[src/rtl/packet_read_aligner_if.sv]
// packet_read_aligner_if: load request, result and packet memory read port signals
interface packet_read_aligner_if #(
   parameter int ADDR_WIDTH = 10
);
   logic                  rd_en;
   logic [1:0]            transfer_sz;
   logic [ADDR_WIDTH-1:0] byte_addr;
   logic [ADDR_WIDTH:0]   pkt_len;
   logic                  busy;
   logic                  mem_rd_en;
   logic [ADDR_WIDTH-3:0] mem_addr;
   logic [31:0]           mem_rdata;
   logic [31:0]           data;
   logic                  data_valid;
   logic                  oob;
   modport slave (
      input  rd_en, transfer_sz, byte_addr, pkt_len, mem_rdata,
      output busy, mem_rd_en, mem_addr, data, data_valid, oob
   );
   modport master (
      output rd_en, transfer_sz, byte_addr, pkt_len, mem_rdata,
      input  busy, mem_rd_en, mem_addr, data, data_valid, oob
   );
endinterface

[src/rtl/packet_read_aligner.sv]
// packet_read_aligner: byte-addressed BPF loads onto a 32-bit word memory; optional bounds check via PKT_RD_OOB_CHECK_EN
module packet_read_aligner #(
   parameter int ADDR_WIDTH = 10
) (
   input logic                    clk,
   input logic                    rst,
   packet_read_aligner_if.slave   bus
);
   localparam int WA = ADDR_WIDTH - 2;
   typedef enum logic {ISSUE, SECOND} state_t;
   state_t        state_q, state_d;
   logic [WA-1:0] w, w1_q, w1_d;
   logic [1:0]    o, sz;
   logic          acc, str, req_oob;
   logic          a_v_q, a_v_d, a_str_q, a_str_d, a_oob_q, a_oob_d;
   logic [1:0]    a_o_q, a_o_d, a_sz_q, a_sz_d;
   logic          b_v_q, b_v_d;
   logic [1:0]    b_o_q, b_o_d, b_sz_q, b_sz_d;
   logic [31:0]   hold_q, hold_d, data_q, data_d, up, merged;
   logic [63:0]   pair;
   logic [1:0]    m_o, m_sz;
   logic          fin, fin_oob;
   logic          dv_q, dv_d, oob_q, oob_d;
   assign w  = bus.byte_addr[ADDR_WIDTH-1:2];
   assign o  = bus.byte_addr[1:0];
   assign sz = bus.transfer_sz;
`ifdef PKT_RD_OOB_CHECK_EN
   logic [ADDR_WIDTH:0] nbytes, end_addr;
   assign nbytes   = sz == 2'b00 ? (ADDR_WIDTH+1)'(4) : sz == 2'b01 ? (ADDR_WIDTH+1)'(2) : (ADDR_WIDTH+1)'(1);
   assign end_addr = {1'b0, bus.byte_addr} + nbytes;
   assign req_oob  = end_addr > bus.pkt_len;
`else
   assign req_oob  = 1'b0;
`endif
   assign acc = state_q == ISSUE && bus.rd_en && sz != 2'b11;
   assign str = ((sz == 2'b00 && o != 2'b00) || (sz == 2'b01 && o == 2'b11)) && !req_oob;
   assign bus.busy       = state_q == SECOND;
   assign bus.mem_rd_en  = !rst && (state_q == SECOND || (acc && !req_oob));
   assign bus.mem_addr   = state_q == SECOND ? w1_q : w;
   assign bus.data       = data_q;
   assign bus.data_valid = dv_q;
   assign bus.oob        = oob_q;
   // next state, attribute pipeline, straddle hold and big-endian merge of the finishing load
   always_comb begin
      state_d = state_q == SECOND ? ISSUE : (acc && str ? SECOND : ISSUE);
      w1_d    = acc ? w + 1'b1 : w1_q;
      a_v_d   = acc;
      a_o_d   = o;
      a_sz_d  = sz;
      a_str_d = str;
      a_oob_d = req_oob;
      b_v_d   = a_v_q && a_str_q;
      b_o_d   = a_o_q;
      b_sz_d  = a_sz_q;
      hold_d  = a_v_q && a_str_q ? bus.mem_rdata : hold_q;
      pair    = b_v_q ? {hold_q, bus.mem_rdata} : {bus.mem_rdata, 32'h0};
      m_o     = b_v_q ? b_o_q : a_o_q;
      m_sz    = b_v_q ? b_sz_q : a_sz_q;
      up      = 32'((pair << {m_o, 3'b000}) >> 32);
      merged  = m_sz == 2'b00 ? up : m_sz == 2'b01 ? {16'h0, up[31:16]} : {24'h0, up[31:24]};
      fin     = b_v_q || (a_v_q && !a_str_q);
      fin_oob = !b_v_q && a_oob_q;
      data_d  = fin ? (fin_oob ? 32'h0 : merged) : data_q;
      dv_d    = fin;
      oob_d   = fin && fin_oob;
   end
   // all state; reset drops any in-flight load and clears the outputs
   always_ff @(posedge clk or posedge rst) begin
      if (rst) begin
         state_q <= ISSUE;
         w1_q    <= '0;
         a_v_q   <= 1'b0;
         a_o_q   <= '0;
         a_sz_q  <= '0;
         a_str_q <= 1'b0;
         a_oob_q <= 1'b0;
         b_v_q   <= 1'b0;
         b_o_q   <= '0;
         b_sz_q  <= '0;
         hold_q  <= '0;
         data_q  <= '0;
         dv_q    <= 1'b0;
         oob_q   <= 1'b0;
      end else begin
         state_q <= state_d;
         w1_q    <= w1_d;
         a_v_q   <= a_v_d;
         a_o_q   <= a_o_d;
         a_sz_q  <= a_sz_d;
         a_str_q <= a_str_d;
         a_oob_q <= a_oob_d;
         b_v_q   <= b_v_d;
         b_o_q   <= b_o_d;
         b_sz_q  <= b_sz_d;
         hold_q  <= hold_d;
         data_q  <= data_d;
         dv_q    <= dv_d;
         oob_q   <= oob_d;
      end
   end
endmodule

[src/flat_wrapper.sv]
// flat-port wrapper written by rule: the top's interface ports become plain ports
module packet_read_aligner_flat 
#(
   parameter int ADDR_WIDTH = 10
)
  (clk, rst, bus_rd_en, bus_transfer_sz, bus_byte_addr, bus_pkt_len, bus_mem_rdata, bus_busy, bus_mem_rd_en, bus_mem_addr, bus_data, bus_data_valid, bus_oob);
  packet_read_aligner_if #(.ADDR_WIDTH(ADDR_WIDTH)) bus_i ();
  input logic clk;
  input logic rst;
  input wire logic [$bits(bus_i.rd_en)-1:0] bus_rd_en;
  input wire logic [$bits(bus_i.transfer_sz)-1:0] bus_transfer_sz;
  input wire logic [$bits(bus_i.byte_addr)-1:0] bus_byte_addr;
  input wire logic [$bits(bus_i.pkt_len)-1:0] bus_pkt_len;
  input wire logic [$bits(bus_i.mem_rdata)-1:0] bus_mem_rdata;
  output wire logic [$bits(bus_i.busy)-1:0] bus_busy;
  output wire logic [$bits(bus_i.mem_rd_en)-1:0] bus_mem_rd_en;
  output wire logic [$bits(bus_i.mem_addr)-1:0] bus_mem_addr;
  output wire logic [$bits(bus_i.data)-1:0] bus_data;
  output wire logic [$bits(bus_i.data_valid)-1:0] bus_data_valid;
  output wire logic [$bits(bus_i.oob)-1:0] bus_oob;
  assign bus_i.rd_en = bus_rd_en;
  assign bus_i.transfer_sz = bus_transfer_sz;
  assign bus_i.byte_addr = bus_byte_addr;
  assign bus_i.pkt_len = bus_pkt_len;
  assign bus_i.mem_rdata = bus_mem_rdata;
  assign bus_busy = bus_i.busy;
  assign bus_mem_rd_en = bus_i.mem_rd_en;
  assign bus_mem_addr = bus_i.mem_addr;
  assign bus_data = bus_i.data;
  assign bus_data_valid = bus_i.data_valid;
  assign bus_oob = bus_i.oob;
  packet_read_aligner #(.ADDR_WIDTH(ADDR_WIDTH)) u_core (.clk(clk), .rst(rst), .bus(bus_i));
endmodule
[config.mk]
export PLATFORM = sky130hd
export DESIGN_NAME = packet_read_aligner_flat
export DESIGN_NICKNAME = d
export VERILOG_FILES = /design/src/rtl/packet_read_aligner_if.sv /design/src/rtl/packet_read_aligner.sv /design/src/flat_wrapper.sv
export SDC_FILE = /design/constraint.sdc
export NUM_CORES = 1
export LEC_CHECK = 0
export ABC_AREA = 1
export CORE_UTILIZATION = 56
export CTS_CLUSTER_DIAMETER = 60
export DETAILED_ROUTE_END_ITERATION = 8
export GPL_ROUTABILITY_DRIVEN = 1
export PLACE_DENSITY_LB_ADDON = 0.12
export SLEW_MARGIN = 20
export SYNTH_ARGS = -nofsm -noshare
export SYNTH_HDL_FRONTEND = slang
export SYNTH_SLANG_ARGS = --single-unit
[constraint.sdc]
create_clock -name clk -period 4.5 [get_ports clk]
set_input_delay 0.675 -clock clk [delete_from_list [all_inputs] [get_ports clk]]
set_output_delay 0.675 -clock clk [all_outputs]
set_load 0.02 [all_outputs]
==> key figures, run 1 <==
Outcome
  – Run status: finished clean

Clocking
  – Clock root cell: clkbuf_8
  – Post-CTS repair timing setup buffer count: 0
  – Clock insertion delay at the later pin of the skew report: around 0.36 ns
  – Cts bufs inserted: 9
  – Count of hold-fix buffers inserted at cts: 0
  – Clock Sinks: between 80 and 90
  – H-Tree Level Count: 3
  – Max clock buf depth: 2
  – TritonCTS clock tree: yes
  – Clock-pin slew on the worst setup and hold paths: around 0.08 ns
  – Number of gates given a new drive strength after cts: 0

STA
  – Setup Total Neg Slack: 0 ns
  – Worst-case clock skew: ~0.015 ns
  – Headroom to the max-slew limit: 0.4503
  – Maximum achievable frequency: 323.3 MHz
  – Tightest hold margin: between 0.3 and 0.4 ns
  – Crit path time final: between 3 and 4 ns
  – Endpoints failing setup: 0
  – Fin worst setup slack: roughly 1.4 ns
  – Slew of the pin with the lowest slew margin: between 0.8 and 0.9 ns
  – Unrepaired setup endpoints after global routing: no
  – Final Max Slew Viols: 0
  – Final hold violation count: 0
  – Fraction of the cycle the final worst path needs: 0.6874

Power
  – Reported net switching power: approximately 750 uW
  – Logic gate share of total power: 0.294
  – Share of total power in the clock network: 0.246
  – Overall Power: ~2.1 mW
  – Maximum vdd drop: about 170 uV
  – Reported leakage power: 3.005 nW
  – P_int: approximately 1.4 mW
  – Power density cells: roughly 350 mW/mm^2
  – Relative contribution of sequential cells to total power: 0.460
  – Switching fraction of total power: 0.3533

Detailed routing
  – Routed length per instance: roughly 16 um
  – Via count: approximately 5,000
  – Aggregate routed wire length: 13,900 um
  – Vias per std cell: 5.591
  – Residual DRC: 0
  – DR pass1 iterations: 5
  – Residual antenna-violating net count after detailed routing: 0
  – Number of violations reported at the end of detailed-routing iteration 0: between 400 and 500

Finish
  – Total area of multi-input combinational cells: 0.002430 sq mm
  – Share of final-layout standard cells stronger than drive strength 1: 0.05725
  – Post-route core utilization: 0.6895
  – Layout fillers: about 750
  – Area taken by flip-flops and latches: between 0.002 and 0.0025 sq mm
  – Layout Area Growth over Synthesis: 19.29%
  – Count of antenna diodes in the layout: 0
  – Nets@finish: 840

Synth
  – Largest cells by area after synthesis: dfrtp_1 42%, nand2_1 22%, nand3_1 11%
  – Count of flip-flops with a built-in enable after synthesis: 0
  – Synth Area per Inst: about 7.0 sq um
  – Netlist Area Pre-Place: 0.005041 sq mm
  – Fraction of synthesized cell area taken by the top area cell type: 0.4219
  – Cell count after synthesis: between 700 and 800
  – Flip-flop and latch count after synthesis: 85
  – Prevailing post-synth register cell: dfrtp_1
  – Synth warn: 0
  – Number of unique standard cell types used by synthesis: 36
  – Cell taking the most area after synthesis: dfrtp_1
  – Share of the yosys chip area belonging to registers: 0.4219
  – Syn Nets: about 780
  – Post-synth ARST share: 1.000

Flow run
  – Number of max-capacitance violations reported: 0

Floorplanning
  – Placement Rows: 34
  – CORE AREA: 0.008721 sq mm
  – Die Span Y: between 90 and 100 um
  – Initial cell density of the core: 0.5780
  – Boundary Pins: a little over 100
  – Floorplan die area: roughly 0.0094 sq mm
  – Overall die width: approximately 97 um

Placed design
  – Count of buffers inserted at the top-level ports: between 80 and 90
  – Routability-driven placement congestion ratio: ~0.95
  – Half-perimeter wire length after detailed placement: around 9800 um
  – Post-placement setup slack: approximately 1.4 ns

Worst setup path
  – Largest driver fanout on the critical path: 13
  – Arrival time worst endpoint: approximately 2.4 ns
  – Setup CP Type: primary input to output port
  – Data required time at the worst endpoint: between 3 and 4 ns
  – Type of origin of the critical path: primary input
  – Setup crit end kind: output port

Global route
  – Total congestion overflow after global routing: 0
  – First-pass GRT wire length: roughly 23,000 um
  – Number of global-route vias before repair: roughly 4,800
  – Pin count of the biggest net entering global routing: 57
  – Initial antenna violation count: 0
  – GRT Util Overall: 0.3089

Worst hold path
  – Min-delay worst type: flop to flop
## flip-flops by register name, summed over array words and instances (netlist names)
name and cells:
u_core.a_o_q 2, u_core.a_str_q 1, u_core.a_sz_q 2, u_core.a_v_q 1, u_core.b_o_q 2, u_core.b_sz_q 2
u_core.b_v_q 1, u_core.bus.busy 1, u_core.bus.data 32, u_core.bus.data_valid 1, u_core.hold_q 32, u_core.w1_q 8
## Yosys cell counts (2+ instances only)
cell	n
inv_1	48
clkbuf_1	8
nand2_2	2
nor2_4	3
o211ai_1	6
a21oi_1	16
buf_4	11
o21ai_0	50
nand2_4	3
dfrtp_1	85
buf_2	10
nand3_2	4
o21ai_2	3
nand3_1	114
o21ai_1	10
nor2_1	8
buf_6	8
nand2_1	299
inv_2	6
or2_1	6
## logic make-up (layout without fill, tap and decap cells)
kind of cell               count (synthesis)  in the layout  synth area share
buffers and inverters                     95            165           0.09605
and+or+nand+nor                          442            442            0.3765
xor gates and xnor gates                   2              2          0.003475
other                                      1              1         0.0007439
AOI/OAI and AO/OA                         90             90           0.09879
adders and majority gates                  1              1          0.002482
DFF                                       85             85            0.4219
## metrics by stage
| step | std cells | area, sq um |
|---|---|---|
| after CTS | 894 | 6012 |
| final | 894 | 6013 |
| after detailed placement | 878 | 5828 |
| after floorplan | 716 | 5041 |
| after global routing | 894 | 6013 |
| after global placement | 878 | 5828 |
## power groups by stage
stage                     Combinational (mW)  Sequential, mW  Clock, mW
after detailed placement               0.620           0.991          0
after floorplan                        0.329            1.03          0
final                                  0.623           0.976      0.522
after global routing                   0.690           0.991      0.560
after CTS                              0.624           0.977      0.530
after global placement                 0.607           0.984          0
## worst max-delay path, cell delays in order
cell,delay (ns)
clkdlybuf4s50_1,0.43
nand2_1,0.10
nand3_1,0.34
a21oi_1,0.25
clkdlybuf4s50_1,0.62
## metal layers
| metal | vias up | global-route usage | wire [um] |
|---|---|---|---|
| met2 | 201 | 0.5428 | 7039 |
| met1 | 2319 | 0.3696 | 5401 |
| met4 | 0 | 0.1447 | 627 |
| met3 | 49 | 0.04841 | 829 |
| met5 | - | 0 | 0 |
| li1 | 2429 | - | - |
## cell usage in the layout, fill, tap and decap left out, drive strengths merged
cell type,n
ha,1
o211ai,6
inv,56
nand2,304
nor2,11
conb,1
and2,1
o21ai,63
or2,6
xor2,1
a21oi,17
a31oi,1
clkinv,4
nand3,118
clkbuf,10
clkdlybuf4s50,89
buf,4
dfrtp,85
a21boi,1
clkinvlp,2
o2bb2ai,1
nor3,1
a211oi,1
xnor2,1
nand4,1
## cell type report
class | instances | area share
clock inverter | 6 | 0.007699
multi-input combinational | 536 | 0.4041
sequential | 85 | 0.3539
clock buffer | 10 | 0.02289
inverter | 56 | 0.03579
tap | 108 | 0.02247
timing repair buffer | 93 | 0.1531
## path summary, 6_finish.rpt
kind                                    start             endpoint  slack [ns]  cells after the start
max                        bus_transfer_sz[1]        bus_mem_rd_en        1.41                      5
min                           u_core.a_o_q[1]      u_core.b_o_q[1]        0.39                      0
max reg2reg                      u_core.b_v_q   u_core.bus.data[4]        2.02                      9
min reg2reg                   u_core.a_o_q[1]      u_core.b_o_q[1]        0.39                      0
max in group asynchronous                 rst  u_core.bus.data[31]        2.81                      3
min in group asynchronous                 rst       u_core.w1_q[1]        0.81                      2
(Power assumes the default switching activity.)
==> inputs of run 2 (changes only) <==
- CORE_UTILIZATION: 56 -> 52
- clock period: 4.5 -> 3.2 ns (I/O delays scaled with it)
==> key figures, run 2 (same netlist as run 1, synthesis figures left out) <==
Outcome
  – Run status: finished clean

Detailed routing
  – Vias per std cell: 5.426 (-3.0%)
  – Number of violations reported at the end of detailed-routing iteration 0: 383 (-6.8%)
  – Aggregate routed wire length: 14,000 um (+0.73%)
  – Residual DRC: 0 (unchanged)
  – Via count: 4,997 (-0.020%)
  – Residual antenna-violating net count after detailed routing: 0 (unchanged)
  – Routed length per instance: 15.20 um (-2.2%)
  – DR pass1 iterations: 5 (unchanged)

Clocking
  – TritonCTS clock tree: yes
  – Post-CTS repair timing setup buffer count: 0 (unchanged)
  – Number of gates given a new drive strength after cts: 0 (unchanged)
  – Max clock buf depth: 2 (unchanged)
  – Clock-pin slew on the worst setup and hold paths: 0.08 ns (about the same)
  – Clock Sinks: 85 (unchanged)
  – Cts bufs inserted: 9 (unchanged)
  – H-Tree Level Count: 3 (unchanged)
  – Count of hold-fix buffers inserted at cts: 0 (unchanged)
  – Clock insertion delay at the later pin of the skew report: 0.37 ns (about the same)
  – Clock root cell: clkbuf_8

Power
  – Reported net switching power: 1.059 mW (+41%)
  – Switching fraction of total power: 0.3533 (about the same)
  – P_int: 1.938 mW (+41%)
  – Logic gate share of total power: 0.296 (+0.002)
  – Relative contribution of sequential cells to total power: 0.458 (-0.002)
  – Share of total power in the clock network: 0.246 (about the same)
  – Maximum vdd drop: 277.1 uV (+66%)
  – Reported leakage power: 3.038 nW (+1.1%)
  – Power density cells: 491.6 mW/mm^2 (+39%)

Finish
  – Area taken by flip-flops and latches: 0.002128 sq mm (unchanged)
  – Share of final-layout standard cells stronger than drive strength 1: 0.06439 (+0.007142)
  – Nets@finish: 846 (+0.71%)
  – Count of antenna diodes in the layout: 0 (unchanged)
  – Total area of multi-input combinational cells: 0.002430 sq mm (unchanged)
  – Layout Area Growth over Synthesis: 20.92%
  – Layout fillers: 845 (+12%)
  – Finished Layout Cells: 921 (+3.0%)
  – Most common cell after layout, fill and taps aside: nand2_1
  – Leading cell types in the layout, fill and taps excluded: 299 x nand2_1, 114 x nand3_1, 89 x clkdlybuf4s50_1

Worst setup path
  – Setup crit end kind: output port
  – Data required time at the worst endpoint: 2.72 ns (-1.11 ns)
  – Largest driver fanout on the critical path: 17 (+4)
  – Setup CP Type: flop to output port
  – Type of origin of the critical path: flop
  – Arrival time worst endpoint: 2.13 ns (-0.29 ns)

Global route
  – Pin count of the biggest net entering global routing: 56 (-1.8%)
  – First-pass GRT wire length: 23,430 um (+1.5%)
  – Number of global-route vias before repair: 4,930 (+3.3%)
  – GRT Util Overall: 0.2983 (-0.01067)
  – Initial antenna violation count: 0 (unchanged)
  – Total congestion overflow after global routing: 0 (unchanged)

Placed design
  – DP Cell Count: 905 (+3.1%)
  – Count of buffers inserted at the top-level ports: 89 (unchanged)
  – Half-perimeter wire length after detailed placement: 10,070 um (+3.1%)
  – Routability-driven placement congestion ratio: 1.029 (+7.9%)

STA
  – Final Max Slew Viols: 0 (unchanged)
  – Setup Total Neg Slack: 0 ns (unchanged)
  – Maximum achievable frequency: around 380 MHz
  – Slew of the pin with the lowest slew margin: 0.5515 ns (-0.2711 ns)
  – Unrepaired setup endpoints after global routing: no
  – Fraction of the cycle the final worst path needs: 0.8159
  – Final hold violation count: 0 (unchanged)
  – Worst-case clock skew: 0.01498 ns (+0.00005730 ns)
  – Endpoints failing setup: 0 (unchanged)
  – Headroom to the max-slew limit: 0.6319 (+0.1816)
  – Crit path time final: roughly 2.6 ns

Floorplanning
  – CORE AREA: 0.009328 sq mm (+7.0%)
  – Placement Rows: 35 (+2.9%)
  – Die Span Y: 100.5 um (+3.7%)
  – Floorplan die area: 0.01009 sq mm (+7.5%)
  – Overall die width: 100.5 um (+3.7%)
  – Boundary Pins: 102 (unchanged)
  – Initial cell density of the core: 0.5404 (-0.03761)

Flow run
  – Number of max-capacitance violations reported: 0 (unchanged)

Worst hold path
  – Min-delay worst type: flop to flop
## run 2: cell types whose count changed in the layout (fill, tap and decap cells not counted)
cell / previous run / this run
clkinv_4: 2 / 1
inv_4: 2 / 1
clkinv_2: 1 / 2
buf_12: 0 / 1
buf_4: 4 / 9
inv_6: 1 / 2
## run 2: critical path, cell delays in order, from the launching register on
cell and delay (ns):
dfrtp_1 0.56, inv_1 0.18, nand3_1 0.09, buf_4 0.18, a21oi_1 0.14, clkdlybuf4s50_1 0.62
## run 2: routing by layer
layer  share of wire  global-route usage
met5               0                   0
met4           0.036              0.1427
met3           0.054             0.04577
met2            0.51              0.5274
met1            0.40              0.3554
## run 2: final timing paths
| kind | startpoint | to | slack [ns] | cells past startpoint |
|---|---|---|---|---|
| max reg2reg | u_core.b_v_q | u_core.bus.data[3] | 1.04 | 12 |
| min | u_core.a_sz_q[1] | u_core.b_sz_q[1] | 0.40 | 0 |
| min reg2reg | u_core.a_sz_q[1] | u_core.b_sz_q[1] | 0.40 | 0 |
| max | u_core.bus.busy | bus_mem_rd_en | 0.59 | 5 |
| max in group asynchronous | rst | u_core.hold_q[8] | 2.04 | 3 |
| min in group asynchronous | rst | u_core.w1_q[3] | 0.48 | 2 |
## run 2: area by class of cell
| cell class | count | share of cell area |
|---|---|---|
| clock buffers | 10 | 0.02258 |
| clock inverters | 6 | 0.007594 |
| inverters | 56 | 0.03510 |
| multi-input cells | 536 | 0.3986 |
| flip-flops and latches | 85 | 0.3491 |
| well taps | 129 | 0.02648 |
| repair buffers | 99 | 0.1605 |
## run 2: stage by stage
stage | utilization | area, sq um | setup slack, ns | hold WS, ns | total power, mW
after floorplan | - | 5041 | 0.5265 | 0.3725 | 1.917
after global placement | 0.6338 | 5912 | 0.7062 | 0.3785 | 2.248
after detailed placement | 0.6338 | 5912 | 0.6714 | 0.3834 | 2.277
after CTS | 0.6535 | 6096 | 0.5625 | 0.4029 | 3.013
after global routing | 0.6535 | 6096 | 0.4426 | 0.4137 | 3.171
final | 0.6535 | 6096 | 0.5891 | 0.3995 | 2.997
## run 2: power by group through the flow
stage	Combinational, mW	Sequential [mW]	Clock, mW
3_5_place_dp	0.885	1.39	0
2_1_floorplan	0.463	1.45	0
3_3_place_gp	0.865	1.38	0
4_1_cts	0.888	1.37	0.752
5_1_grt	0.983	1.40	0.791
6_report	0.887	1.37	0.737
==> inputs of run 3 (changes only) <==
- CORE_UTILIZATION: 52 -> 47
- clock period: 3.2 -> 2.1 ns (I/O delays scaled with it)
==> key figures, run 3 (same netlist as run 1, synthesis figures left out) <==
Outcome
  – Run status: finished clean

STA
  – Fin worst setup slack: 0.1326 ns (-0.4565 ns)
  – Setup Total Neg Slack: 0 ns (unchanged)
  – Final Max Slew Viols: 0 (unchanged)
  – Endpoints failing setup: 0 (unchanged)
  – Worst-case clock skew: 0.01213 ns (-0.002843 ns)
  – Maximum achievable frequency: slightly above 500 MHz
  – Unrepaired setup endpoints after global routing: no
  – Final hold violation count: 0 (unchanged)
  – Crit path time final: between 1.5 and 2 ns
  – Fraction of the cycle the final worst path needs: 0.9369

Global route
  – GRT Util Overall: 0.2774 (-0.02090)
  – Pin count of the biggest net entering global routing: 86 (+54%)
  – First-pass GRT wire length: 23,870 um (+1.9%)
  – Total congestion overflow after global routing: 0 (unchanged)
  – Initial antenna violation count: 0 (unchanged)
  – Number of global-route vias before repair: 4,837 (-1.9%)

Floorplanning
  – Floorplan die area: 0.01114 sq mm (+10%)
  – Placement Rows: 37 (+5.7%)
  – Overall die width: 105.6 um (+5.1%)
  – Boundary Pins: 102 (unchanged)
  – Initial cell density of the core: 0.4861 (-0.05432)
  – Die Span Y: 105.6 um (+5.1%)
  – CORE AREA: 0.01037 sq mm (+11%)

Clocking
  – TritonCTS clock tree: yes
  – Clock insertion delay at the later pin of the skew report: 0.37 ns (about the same)
  – Cts bufs inserted: 9 (unchanged)
  – Clock root cell: clkbuf_8
  – Clock Sinks: 85 (unchanged)
  – Clock-pin slew on the worst setup and hold paths: 0.09 ns (about the same)
  – Max clock buf depth: 2 (unchanged)
  – H-Tree Level Count: 3 (unchanged)

Worst hold path
  – Capture endpoint of the worst hold path: u_core.b_o_q[1]
  – Min-delay worst type: flop to flop
  – Startpoint of the most critical hold path: u_core.a_o_q[1]
  – Hold Path Cell Cnt: 0 (unchanged)

Placed design
  – Routability-driven placement congestion ratio: 0.8695 (-15%)
  – Count of buffers inserted at the top-level ports: 89 (unchanged)
  – Post-placement setup slack: 0.09535 ns (-0.5761 ns)
  – DP Cell Count: 918 (+1.4%)
  – Half-perimeter wire length after detailed placement: 10,600 um (+5.4%)

Flow run
  – Number of max-capacitance violations reported: 0 (unchanged)

Finish
  – Post-route core utilization: 0.6003 (-0.05326)
  – Total area of multi-input combinational cells: 0.002430 sq mm (unchanged)
  – Leading cell types in the layout, fill and taps excluded: 299 x nand2_1, 114 x nand3_1, 84 x dfrtp_1
  – Layout fillers: 978 (+16%)
  – Layout Area Growth over Synthesis: 23.48%
  – Area taken by flip-flops and latches: 0.002131 sq mm (+0.12%)
  – Nets@finish: 852 (+0.71%)
  – Count of antenna diodes in the layout: 0 (unchanged)
  – Share of final-layout standard cells stronger than drive strength 1: 0.07143 (+0.007035)
  – Most common cell after layout, fill and taps aside: nand2_1
  – Finished Layout Cells: 934 (+1.4%)

Worst setup path
  – Setup crit end kind: output port
  – Data required time at the worst endpoint: 1.78 ns (-0.94 ns)
  – FF-to-FF setup slack: 0.19 ns (-0.85 ns)
  – Launching point of the worst reg2reg path: u_core.b_v_q
  – Type of origin of the critical path: flop
  – Largest driver fanout on the critical path: 16 (-1)
  – Capture instance of the worst register-to-register path: u_core.bus.data[5]
  – Setup CP Type: flop to output port
  – Arrival time worst endpoint: 1.65 ns (-0.48 ns)
  – Cells on worst reg2reg path: 8 (-4)
  – Worst setup path startpoint: u_core.bus.busy

Detailed routing
  – Via count: 4,946 (-1.0%)
  – Vias per std cell: 5.296 (-2.4%)
  – DR pass1 iterations: 4 (-1)
  – Number of violations reported at the end of detailed-routing iteration 0: 299 (-22%)
  – Residual DRC: 0 (unchanged)
  – Routed length per instance: 15.47 um (+1.8%)
  – Residual antenna-violating net count after detailed routing: 0 (unchanged)
  – Aggregate routed wire length: 14,450 um (+3.2%)

Power
  – P_int: 3.083 mW (+59%)
  – Relative contribution of sequential cells to total power: 0.444 (-0.014)
  – Overall Power: 4.696 mW (+57%)
  – Logic gate share of total power: 0.291 (-0.005)
  – Switching fraction of total power: 0.3434 (-0.009863)
  – Maximum vdd drop: 380.8 uV (+37%)
  – Reported leakage power: 3.165 nW (+4.2%)
  – Reported net switching power: 1.613 mW (+52%)
  – Power density cells: 754.3 mW/mm^2 (+53%)
  – Share of total power in the clock network: 0.265 (+0.019)
run 3: area by class of cell:
type / count / area share
sequential: 85 / 0.3423
timing repair buffer: 105 / 0.1717
clock inverter: 6 / 0.01146
tap: 136 / 0.02734
multi-input combinational: 536 / 0.3904
clock buffer: 10 / 0.02211
inverter: 56 / 0.03477
run 3: critical path, stage by stage (launching register included):
cell and delay, ns:
dfrtp_1 0.35, buf_4 0.20, nand2_1 0.07, nand2_1 0.07, clkdlybuf4s50_1 0.59
run 3: how the worst max path moves through the flow:
stage | end | slack, ns
6_report | bus_mem_addr[3] | 0.13
5_1_grt | bus_mem_addr[3] | 0.02
4_1_cts | bus_mem_addr[6] | 0.009
3_5_place_dp | u_core.bus.data[5] | 0.1
3_3_place_gp | bus_mem_rd_en | 0.11
2_1_floorplan | bus_mem_rd_en | 0.49
run 3: power groups by stage:
| stage | Combinational (mW) | Sequential, mW | Clock (mW) |
|---|---|---|---|
| CTS | 1.38 | 2.08 | 1.27 |
| global route | 1.52 | 2.11 | 1.34 |
| finish | 1.37 | 2.09 | 1.24 |
| floorplan | 0.706 | 2.22 | 0 |
| detailed placement | 1.37 | 2.11 | 0 |
| global placement | 1.35 | 2.11 | 0 |
run 3: timing repair:
item | 4_1_cts | 5_1_grt
endpoints found under the setup margin | 0 | 16
hold buffers | 0 | 0
gates resized for setup | 0 | 9
endpoints found under the hold margin | 0 | 0
setup buffers | 0 | 0
run 3: layer usage:
metal,part of all wire,track usage,up-vias
li1,-,-,2449
met3,0.042,0.04391,31
met1,0.41,0.3247,2320
met2,0.52,0.4986,146
met5,0,0,-
met4,0.032,0.1250,0
run 3: through the flow:
step                instance area [sq um]  hold WS [ns]
CTS                                  6202        0.4041
floorplan                            5045        0.3464
global route                         6225        0.4267
global placement                     5993        0.3810
finish                               6225        0.4037
detailed placement                   5993        0.3851
